File: src/rtl/stopwatch_counter.sv
// stopwatch_counter: mm:ss stopwatch with run/pause, synchronous clear and 2-speed field adjust
// Ports: clk, rst_n (async, active-low); pause_p toggles paused; clr zeroes fields and prescalers;
// adj selects adjust mode, sel picks seconds (1) or minutes (0); seccounter/mincounter registered
// fields; paused state; tick_1hz/tick_adj prescaler strobes; wrap marks the 59:59 -> 00:00 rollover.
module stopwatch_counter #(
  parameter int DIV_1HZ = 100000000,
  parameter int DIV_ADJ = 50000000,
  parameter int CNT_W   = 6,
  parameter int SEC_MOD = 60,
  parameter int MIN_MOD = 60
) (
  input  logic             clk,
  input  logic             rst_n,
  input  logic             pause_p,
  input  logic             clr,
  input  logic             adj,
  input  logic             sel,
  output logic [CNT_W-1:0] seccounter,
  output logic [CNT_W-1:0] mincounter,
  output logic             paused,
  output logic             tick_1hz,
  output logic             tick_adj,
  output logic             wrap
);
  localparam int P1_W = $clog2(DIV_1HZ);
  localparam int PA_W = $clog2(DIV_ADJ);
  logic [P1_W-1:0]  pre1, pre1_n;
  logic [PA_W-1:0]  prea, prea_n;
  logic [CNT_W-1:0] sec_n, min_n, sec_inc, min_inc;
  logic             sec_max, min_max, run, adj_step, wrap_n;
  // Strobes decode the prescaler state directly so a field moves on the edge that sees them.
  assign tick_1hz = pre1 == P1_W'(DIV_1HZ - 1);
  assign tick_adj = prea == PA_W'(DIV_ADJ - 1);
  always_comb begin
    sec_max  = seccounter == CNT_W'(SEC_MOD - 1);
    min_max  = mincounter == CNT_W'(MIN_MOD - 1);
    sec_inc  = sec_max ? '0 : seccounter + 1'b1;
    min_inc  = min_max ? '0 : mincounter + 1'b1;
    run      = tick_1hz & ~paused & ~adj;
    adj_step = tick_adj & adj;
    sec_n    = clr ? '0 : adj_step ? (sel ? sec_inc : seccounter) : run ? sec_inc : seccounter;
    min_n    = clr ? '0 : adj_step ? (sel ? mincounter : min_inc) : (run & sec_max) ? min_inc : mincounter;
    // Only a carried run step out of the last second of the last minute is a rollover.
    wrap_n   = ~clr & ~adj_step & run & sec_max & min_max;
    pre1_n   = (clr | tick_1hz) ? '0 : pre1 + 1'b1;
    prea_n   = (clr | ~adj | tick_adj) ? '0 : prea + 1'b1;
  end
  always_ff @(posedge clk or negedge rst_n)
    if (!rst_n) begin
      seccounter <= '0;
      mincounter <= '0;
      paused     <= 1'b0;
      wrap       <= 1'b0;
      pre1       <= '0;
      prea       <= '0;
    end else begin
      seccounter <= sec_n;
      mincounter <= min_n;
      paused     <= paused ^ pause_p;
      wrap       <= wrap_n;
      pre1       <= pre1_n;
      prea       <= prea_n;
    end
endmodule

File: config.mk
export PLATFORM = sky130hd
export DESIGN_NAME = stopwatch_counter
export DESIGN_NICKNAME = d
export VERILOG_FILES = /design/src/rtl/stopwatch_counter.sv
export SDC_FILE = /design/constraint.sdc
export NUM_CORES = 1
export LEC_CHECK = 0
export BUFFER_PORTS_ARGS = -buffer_cell sky130_fd_sc_hd__buf_2
export CORE_MARGIN = 2
export CORE_UTILIZATION = 55
export DETAILED_ROUTE_END_ITERATION = 12
export MAX_ROUTING_LAYER = met4
export PLACE_DENSITY = 0.73
export SLEW_MARGIN = 20
export SYNTH_ARGS = -nofsm -noshare
export SYNTH_HDL_FRONTEND = slang
export SYNTH_SLANG_ARGS = --single-unit
File: constraint.sdc
create_clock -name clk -period 2.6 [get_ports clk]
set_input_delay 0.13 -clock clk [delete_from_list [all_inputs] [get_ports clk]]
set_output_delay 0.13 -clock clk [all_outputs]
set_load 0.05 [all_outputs]
## Yosys cells after proc, flatten, opt, wreduce, memory -nomap -nowiden

Cells that the tools add are included.

- Logic and storage cells: 48
- Register bits: 67

- Reductions and logical operators: 4
- Equality and inequality tests: 6
- Muxes and demuxes: 12
- Bitwise operators: 16
- Add/subtract/negate cells: 4

Operators by type and width:

| operator | number |
|---|---|
| $mux W6 | 10 |
| $add A27 B1 Y27 const B | 1 |
| $eq A27 B27 Y1 const B | 1 |
| $mux W27 | 1 |
| $add A26 B1 Y26 const B | 1 |
| $eq A26 B26 Y1 const B | 1 |
| $mux W26 | 1 |
| $add A6 B1 Y6 const B | 2 |
| $eq A6 B6 Y1 const B | 2 |
| $and A1 B1 Y1 | 8 |
| $ne A3 B3 Y1 const B | 2 |
| $reduce_bool A3 Y1 | 2 |
| $not A1 Y1 | 4 |
| $reduce_and A2 Y1 | 2 |
| $or A1 B1 Y1 | 3 |
| $xor A1 B1 Y1 | 1 |

## Longest topological paths before layout

Gate-level depths: netlist of the first run.

- Depth in word-level cells: 7
- Mapped depth: 8
- Mapped depth without buffers: 6

## Worst setup path before layout of the first run

Ideal clock, no wire load.

- Kind: register to register
- Start: register pre1[0]
- End: register pre1[18]
- Cell stages (with the launch flop): 9
- Data arrival time: 2.280 ns
- Period minus slack after synthesis: 2.411 ns
- Setup time: 0.132 ns
- Required time: 2.468 ns
- Setup slack: 0.189 ns
- Cells stage by stage: dfrtp_1 ha_1 nand3_1 nor2_1 and4_1 or2_2 clkbuf_1 buf_1 nor2_1

- Word-level cells in the longest chain between the ends: 3
- Elaborated cells between the ends (all ways): 4
- Classes of those cells: 1 x add/sub; 1 x eq/ne; 1 x mux; 1 x bitwise

RTL lines:

| what | RTL line | text |
|---|---|---|
| start: declaration | 27 | `logic [P1_W-1:0] pre1, pre1_n;` |
| start signal: assignment | 61 | `pre1 <= pre1_n;` |
| $eq A27 B27 Y1 | 32 | `assign tick_1hz = pre1 == P1_W'(DIV_1HZ - 1);` |
| net tick_1hz | 21 | `output logic tick_1hz,` |
| $or A1 B1 Y1 | 45 | `pre1_n = (clr \| tick_1hz) ? '0 : pre1 + 1'b1;` |
| $mux W27 | 45 |  |
| net pre1_n[18] | 27 |  |

The timed path passes the listed nets, and every way through them passes these cells.
A chain may end at the register's enable or synchronous reset.

## Final worst setup path of the first run

- Start: register prea[16]
- End: output port tick_adj

- Word-level cells in the longest chain between the ends: 1

RTL lines:

| what | RTL line | text |
|---|---|---|
| start: declaration | 28 | `logic [PA_W-1:0] prea, prea_n;` |
| start signal: assignment | 62 | `prea <= prea_n;` |
| $eq A26 B26 Y1 | 33 | `assign tick_adj = prea == PA_W'(DIV_ADJ - 1);` |
| end: declaration | 22 | `output logic tick_adj,` |

No other way between the ends.

==> results.md, run 1 <==
- Critical Path RT: 2.47 ns
- Critical path arrival: 2.18 ns
- Num ports: 22
- Worst skew pair latency: 0.33 ns
- Post-synthesis cell area: 3650 um^2
- Worst-path clk slew: 0.07 ns
- Slowest CP cell: or4b_1
- Least-Margin Pin Slew: 0.911 ns
- Max H-tree Level: 3
- Dpl hpwl: 5200 um
- Nets: 424
- MaxCap Viol Count: 0
- Max clock buf depth: 2
- Initial antenna violation count: 0
- Total Power: 2000 uW
- Drt wl/cell: 15.4 um
- CTS tree: yes
- N_diodes: 0
- Root Buffer Master: clkbuf_8
- Initial DRC count: 176
- Setup bufs post-CTS: 0
- Syn Nets: 397
- Yosys top cell by area: dfrtp_1
- CP bufs+invs: 1
- Commonest cells post-synth: dfrtp_1, nor2_1, xor2_1, nand4_1
- Pre-antenna DRT Iters: 4
- CP max FO: 11
- Cell with the most instances after synthesis: dfrtp_1
- Area post-placement: 3840 um^2
- Largest family of logic cells by synthesized area: simple AND/OR/NAND/NOR gates
- Setup TNS after final layout: 0 ns
- CP delay by family, top: simple AND/OR/NAND/NOR gates
- Vias/cell: 6.06
- Clock Skew: 0.00722 ns
- Post-synth ARST share: 1.00
- Fin. max-slew vios: 0
- Delay of the slowest critical-path stage: 0.57 ns
- Simple-gate share of the synthesized area: 0.335
- CTS Buf Count: 9
- Crit. End Element: output port
- Area of the core: 6390 um^2
- FMAX: 433 MHz
- Register area share after synthesis: 0.459
- Floorplan row count: 29
- Crit-path cells: or4b_1 -> nor4_2 -> and3_1 -> buf_2
- P&R area growth vs syn: 10.6%
- #FFs+latches synth: 67
- # DRC: 0
- Post-synthesis compound-gate area fraction: 0.0466
- Final WL: 7620 um
- Most used DFF post-synth: dfrtp_1
- EDFF count, synth: 0
- GRT overflow: 0
- Relative slew slack: 0.392
- Inst Count DP: 478
- Pre-CTS setup slack: 0.361 ns
- # port buffers: 21
- Number of routed nets with antenna violations: 0
- Final Critical Period: 2.31 ns
- Fin. Hold Viols: 0
- Die height: 85.5 um
- Mux cell area share after synthesis: 0.00548
- Fin worst setup slack: 0.288 ns
- XOR/XNOR Fraction of Synth Area: 0.118
- Area contributors post-synth: dfrtp_1, xor2_1, nor2_1, nand4_1, nand3_1
- Tcrit/Tclk final: 0.889
- Leakage power total: 0.00175 uW
- Non-filler instance count after layout: 494
- Global-route wire length before repair: 13500 um
- Clk sink count: 67
- DIE AREA: 7310 um^2
- Synth top area share: 0.459
- Crit Path Class: reg -> out
- Startpoint types: flop
- Status: completed
- Number of global-route vias before repair: 2908
- RSZ-0062 raised after global routing: false
- Share of cells above drive strength 1: 0.118
- Worst VDD drop: 0.000465 V
- GPL Wtd Cong: 0.898
- Area share of fa/ha/maj cells after synthesis: 0.0137
- Synth warn: 0
- Vias: 2994
- Gr usage total: 0.236
- Chip width: 85.5 um
- Starting Density: 0.572
- Avg Cell Area, Syn: 9.43 um^2
- P per Cell Area: 494 nW/um^2
- Worst min path class: in -> reg
- Synth Instances: 387
- Largest net degree at the start of global routing: 43
- Synth unique cells: 46
- Design Area, Final: 4040 um^2
- Setup Viol. Count Final: 0
cell usage in the layout (no fill, tap or decap), types with 3 or more instances in the layout:
| cell | synthesis | routed |
|---|---|---|
| ha_1 | 4 | 4 |
| clkbuf_8 | 0 | 10 |
| nor3_1 | 9 | 9 |
| dfrtp_1 | 67 | 67 |
| nor4_2 | 3 | 3 |
| and4_1 | 8 | 8 |
| nor2b_1 | 3 | 3 |
| nand2_1 | 27 | 27 |
| inv_1 | 5 | 5 |
| xnor2_1 | 12 | 12 |
| xor2_1 | 37 | 37 |
| a21oi_1 | 5 | 5 |
| or3_1 | 3 | 3 |
| nor4_1 | 4 | 4 |
| a32o_1 | 3 | 3 |
| buf_2 | 3 | 21 |
| nand4_1 | 28 | 28 |
| o21ai_0 | 8 | 8 |
| and3_1 | 16 | 16 |
| nor2_1 | 66 | 66 |
| buf_4 | 0 | 6 |
| nor4b_1 | 3 | 3 |
| nand3b_1 | 4 | 4 |
| or4b_1 | 3 | 3 |
| nand3_1 | 27 | 27 |
metrics by stage:
| stage | utilization | hold slack [ns] |
|---|---|---|
| after floorplan | - | -0.166 |
| after global placement | 0.601 | 0.311 |
| final | 0.632 | 0.131 |
| after CTS | 0.632 | 0.113 |
| after detailed placement | 0.601 | 0.317 |
| after global routing | 0.632 | 0.132 |
where the power goes:
| part | internal, uW | total (uW) | switching, uW |
|---|---|---|---|
| clock | 455 | 814 | 359 |
| sequential | 1060 | 1070 | 16.2 |
| combinational | 27.1 | 110 | 82.9 |
metal layers:
layer	wire (um)	vias to the layer above	GRT usage
met1	3470	1468	0.316
li1	-	1434	-
met2	3680	85	0.358
met4	70	0	0.0664
met3	400	7	0.0603
met5	0	-	-
worst paths after layout:
| kind | slack, ns | cells past startpoint | start | end |
|---|---|---|---|---|
| setup / recovery | 0.29 | 4 | prea[16] | tick_adj |
| hold / removal | 0.13 | 2 | clr | mincounter[1] |
| setup reg to reg | 0.35 | 5 | prea[16] | seccounter[3] |
| hold reg to reg | 0.48 | 1 | pre1[0] | pre1[0] |
| max in group asynchronous | 1.39 | 3 | rst_n | pre1[6] |
| min in group asynchronous | 0.46 | 2 | rst_n | mincounter[5] |
area by class of cell:
type | instances | area (um^2)
clock buffer | 11 | 141
clock inverter | 3 | 40.0
inverter | 6 | 22.5
multi-input combinational | 301 | 1890
tap | 77 | 96.3
timing repair buffer | 29 | 170
sequential | 67 | 1680
fill | 535 | 2350
worst register-to-register path, delay by kind of cell (launching register included):
kind	cells	cell delay (ns)
simple gates	3	1.42
compound gates	2	0.28
flops	1	0.48
cells by family after synthesis:
group,after synthesis
DFF,67
xor gates and xnor gates,49
AOI/OAI and AO/OA,25
buffers and inverters,19
muxes,2
adders and majority gates,4
and+or+nand+nor,221
flip-flops by register name, summed over array words and instances (netlist names):
register and cells:
prea 26, wrap 1, seccounter 6, mincounter 6
pre1 27, paused 1
repair_timing:
action / in CTS / in global routing
hold buffers: 2 / 0
resized for setup: 0 / 0
hold endpoints to repair: 41 / 0
Note: power is estimated with default switching activity, not from simulation.
==> run 2: changes to the inputs <==
RECOVER_POWER = 25   (was unset)
SETUP_SLACK_MARGIN = 0.02   (was unset)
==> run 2 against run 1 <==
Net effect: utilization decreased by 0.14 points; clock power about the same; via count fell by 0.53%; register-to-register slack lost 0.02 ns; combinational power hardly changed; first-iteration DRC count increased by 3.4%; setup slack worse by 0.0091 ns; total power is essentially flat; die area unchanged; critical path type unchanged.
==> results.md, run 2 (synthesis gave the netlist of run 1 again) <==
- GPL Wtd Cong: 0.898
- Vias/cell: 6.03
- Floorplan row count: 29
- Area of the core: 6390 um^2
- Worst min path class: in -> reg
- # port buffers: 21
- Critical Path RT: 2.47 ns
- Hold Path Stages: 2
- Number of global-route vias before repair: 2908
- Tcrit/Tclk final: 0.893
- Status: completed
- Setup Viol. Count Final: 0
- Dpl hpwl: 5200 um
- Initial DRC count: 182
- Clk sink count: 67
- Final Critical Period: 2.32 ns
- CP max FO: 11
- Worst skew pair latency: 0.33 ns
- Chip width: 85.5 um
- DIE AREA: 7310 um^2
- Final WL: 7670 um
- Most frequent cells in the layout: dfrtp_1, nor2_1, xor2_1
- Critical path arrival: 2.19 ns
- Crit Reg-Reg Startpoint: pre1[0]
- Leakage power total: 0.00172 uW
- Pre-antenna DRT Iters: 4
- Die height: 85.5 um
- Worst Reg-to-Reg Cells: 6
- Fin. Hold Viols: 0
- Crit. End Element: output port
- Worst-path clk slew: 0.06 ns
- Largest net degree at the start of global routing: 43
- Top Registers: pre1 x27, prea x26
- P&R area growth vs syn: 10.4%
- Gr usage total: 0.236
- FF-to-FF setup slack: 0.33 ns
- Number of routed nets with antenna violations: 0
- Max clock buf depth: 2
- Crit Path Class: reg -> out
- R2R Path End: mincounter[4]
- Share of cells above drive strength 1: 0.101
- Clock Skew: 0.00658 ns
- Vias: 2978
- Worst VDD drop: 0.000465 V
- Nets: 424
- Global-route wire length before repair: 13500 um
- Initial antenna violation count: 0
- Least-Margin Pin Slew: 1.02 ns
- Relative slew slack: 0.323
- Drt wl/cell: 15.5 um
- Setup bufs post-CTS: 0
- # DRC: 0
- CTS tree: yes
- Fin. max-slew vios: 0
- FMAX: 431 MHz
- Min-Delay Endpoint: prea[6]
- Max H-tree Level: 3
- MaxCap Viol Count: 0
- Number of flip-flops in the largest register: 27
- RSZ-0062 raised after global routing: false
- Commonest non-fill, non-tap cell in the layout: dfrtp_1
- Starting Density: 0.572
- P per Cell Area: 496 nW/um^2
- Root Buffer Master: clkbuf_8
- N_diodes: 0
- GRT overflow: 0
- Setup TNS after final layout: 0 ns
- Startpoint types: flop
- Hold_sp: adj
- Num ports: 22
- CTS Buf Count: 9
- Largest Register: pre1
- Final core occ: 0.631
==> run 2: changes by cell type in the layout (fill, tap and decap cells not counted) <==
cell,before,now
clkbuf_2,0,1
buf_2,21,13
clkbuf_1,1,8
==> run 2: through the flow <==
stage	cell area [um^2]	hold slack [ns]	power (uW)	cells	setup WS (ns)
6_report	4030	0.132	2000	494	0.279
5_1_grt	4030	0.132	2070	494	0.205
4_1_cts	4040	0.113	2020	494	0.253
3_5_place_dp	3840	0.317	1200	478	0.361
3_3_place_gp	3840	0.311	1200	478	0.389
2_1_floorplan	3650	-0.166	1150	387	0.189
==> run 2: final cells by class <==
type	instances	area, um^2
Clock buffer	11	141
Clock inverter	3	40.0
Fill cell	539	2360
Inverter	6	22.5
Multi-Input combinational cell	301	1890
Sequential cell	67	1680
Tap cell	77	96.3
Timing Repair Buffer	29	161
==> run 2: per-layer routing <==
metal | wire (um) | global-route usage
met3 | 341 | 0.0603
met2 | 3620 | 0.358
met4 | 85 | 0.0664
met1 | 3620 | 0.316
met5 | 0 | -
==> run 2: worst max-delay path, stage by stage, from the launching register on <==
cell	delay, ns
dfrtp_1	0.49
or4b_1	0.57
nor4_2	0.35
and3_1	0.20
buf_2	0.26
==> run 2: what timing repair did <==
item	4_1_cts	5_1_grt
gates resized for setup	0	0
hold endpoints to repair	41	0
hold buffers	2	0
==> run 2: worst max path at each step <==
stage / depth (start not counted) / endpoint / start
2_1_floorplan: 8 / pre1[18] / pre1[0]
3_3_place_gp: 5 / seccounter[3] / prea[16]
3_5_place_dp: 5 / seccounter[3] / prea[16]
4_1_cts: 4 / tick_adj / prea[16]
5_1_grt: 4 / tick_adj / prea[16]
6_report: 4 / tick_adj / prea[16]
==> run 2: where the power goes <==
group	leakage (uW)	internal [uW]	switching, uW	total [uW]
clock	0.0000950	455	360	816
sequential	0.000931	1060	16.1	1070
combinational	0.000695	27.1	83.0	110
total	0.00172	1540	460	2000
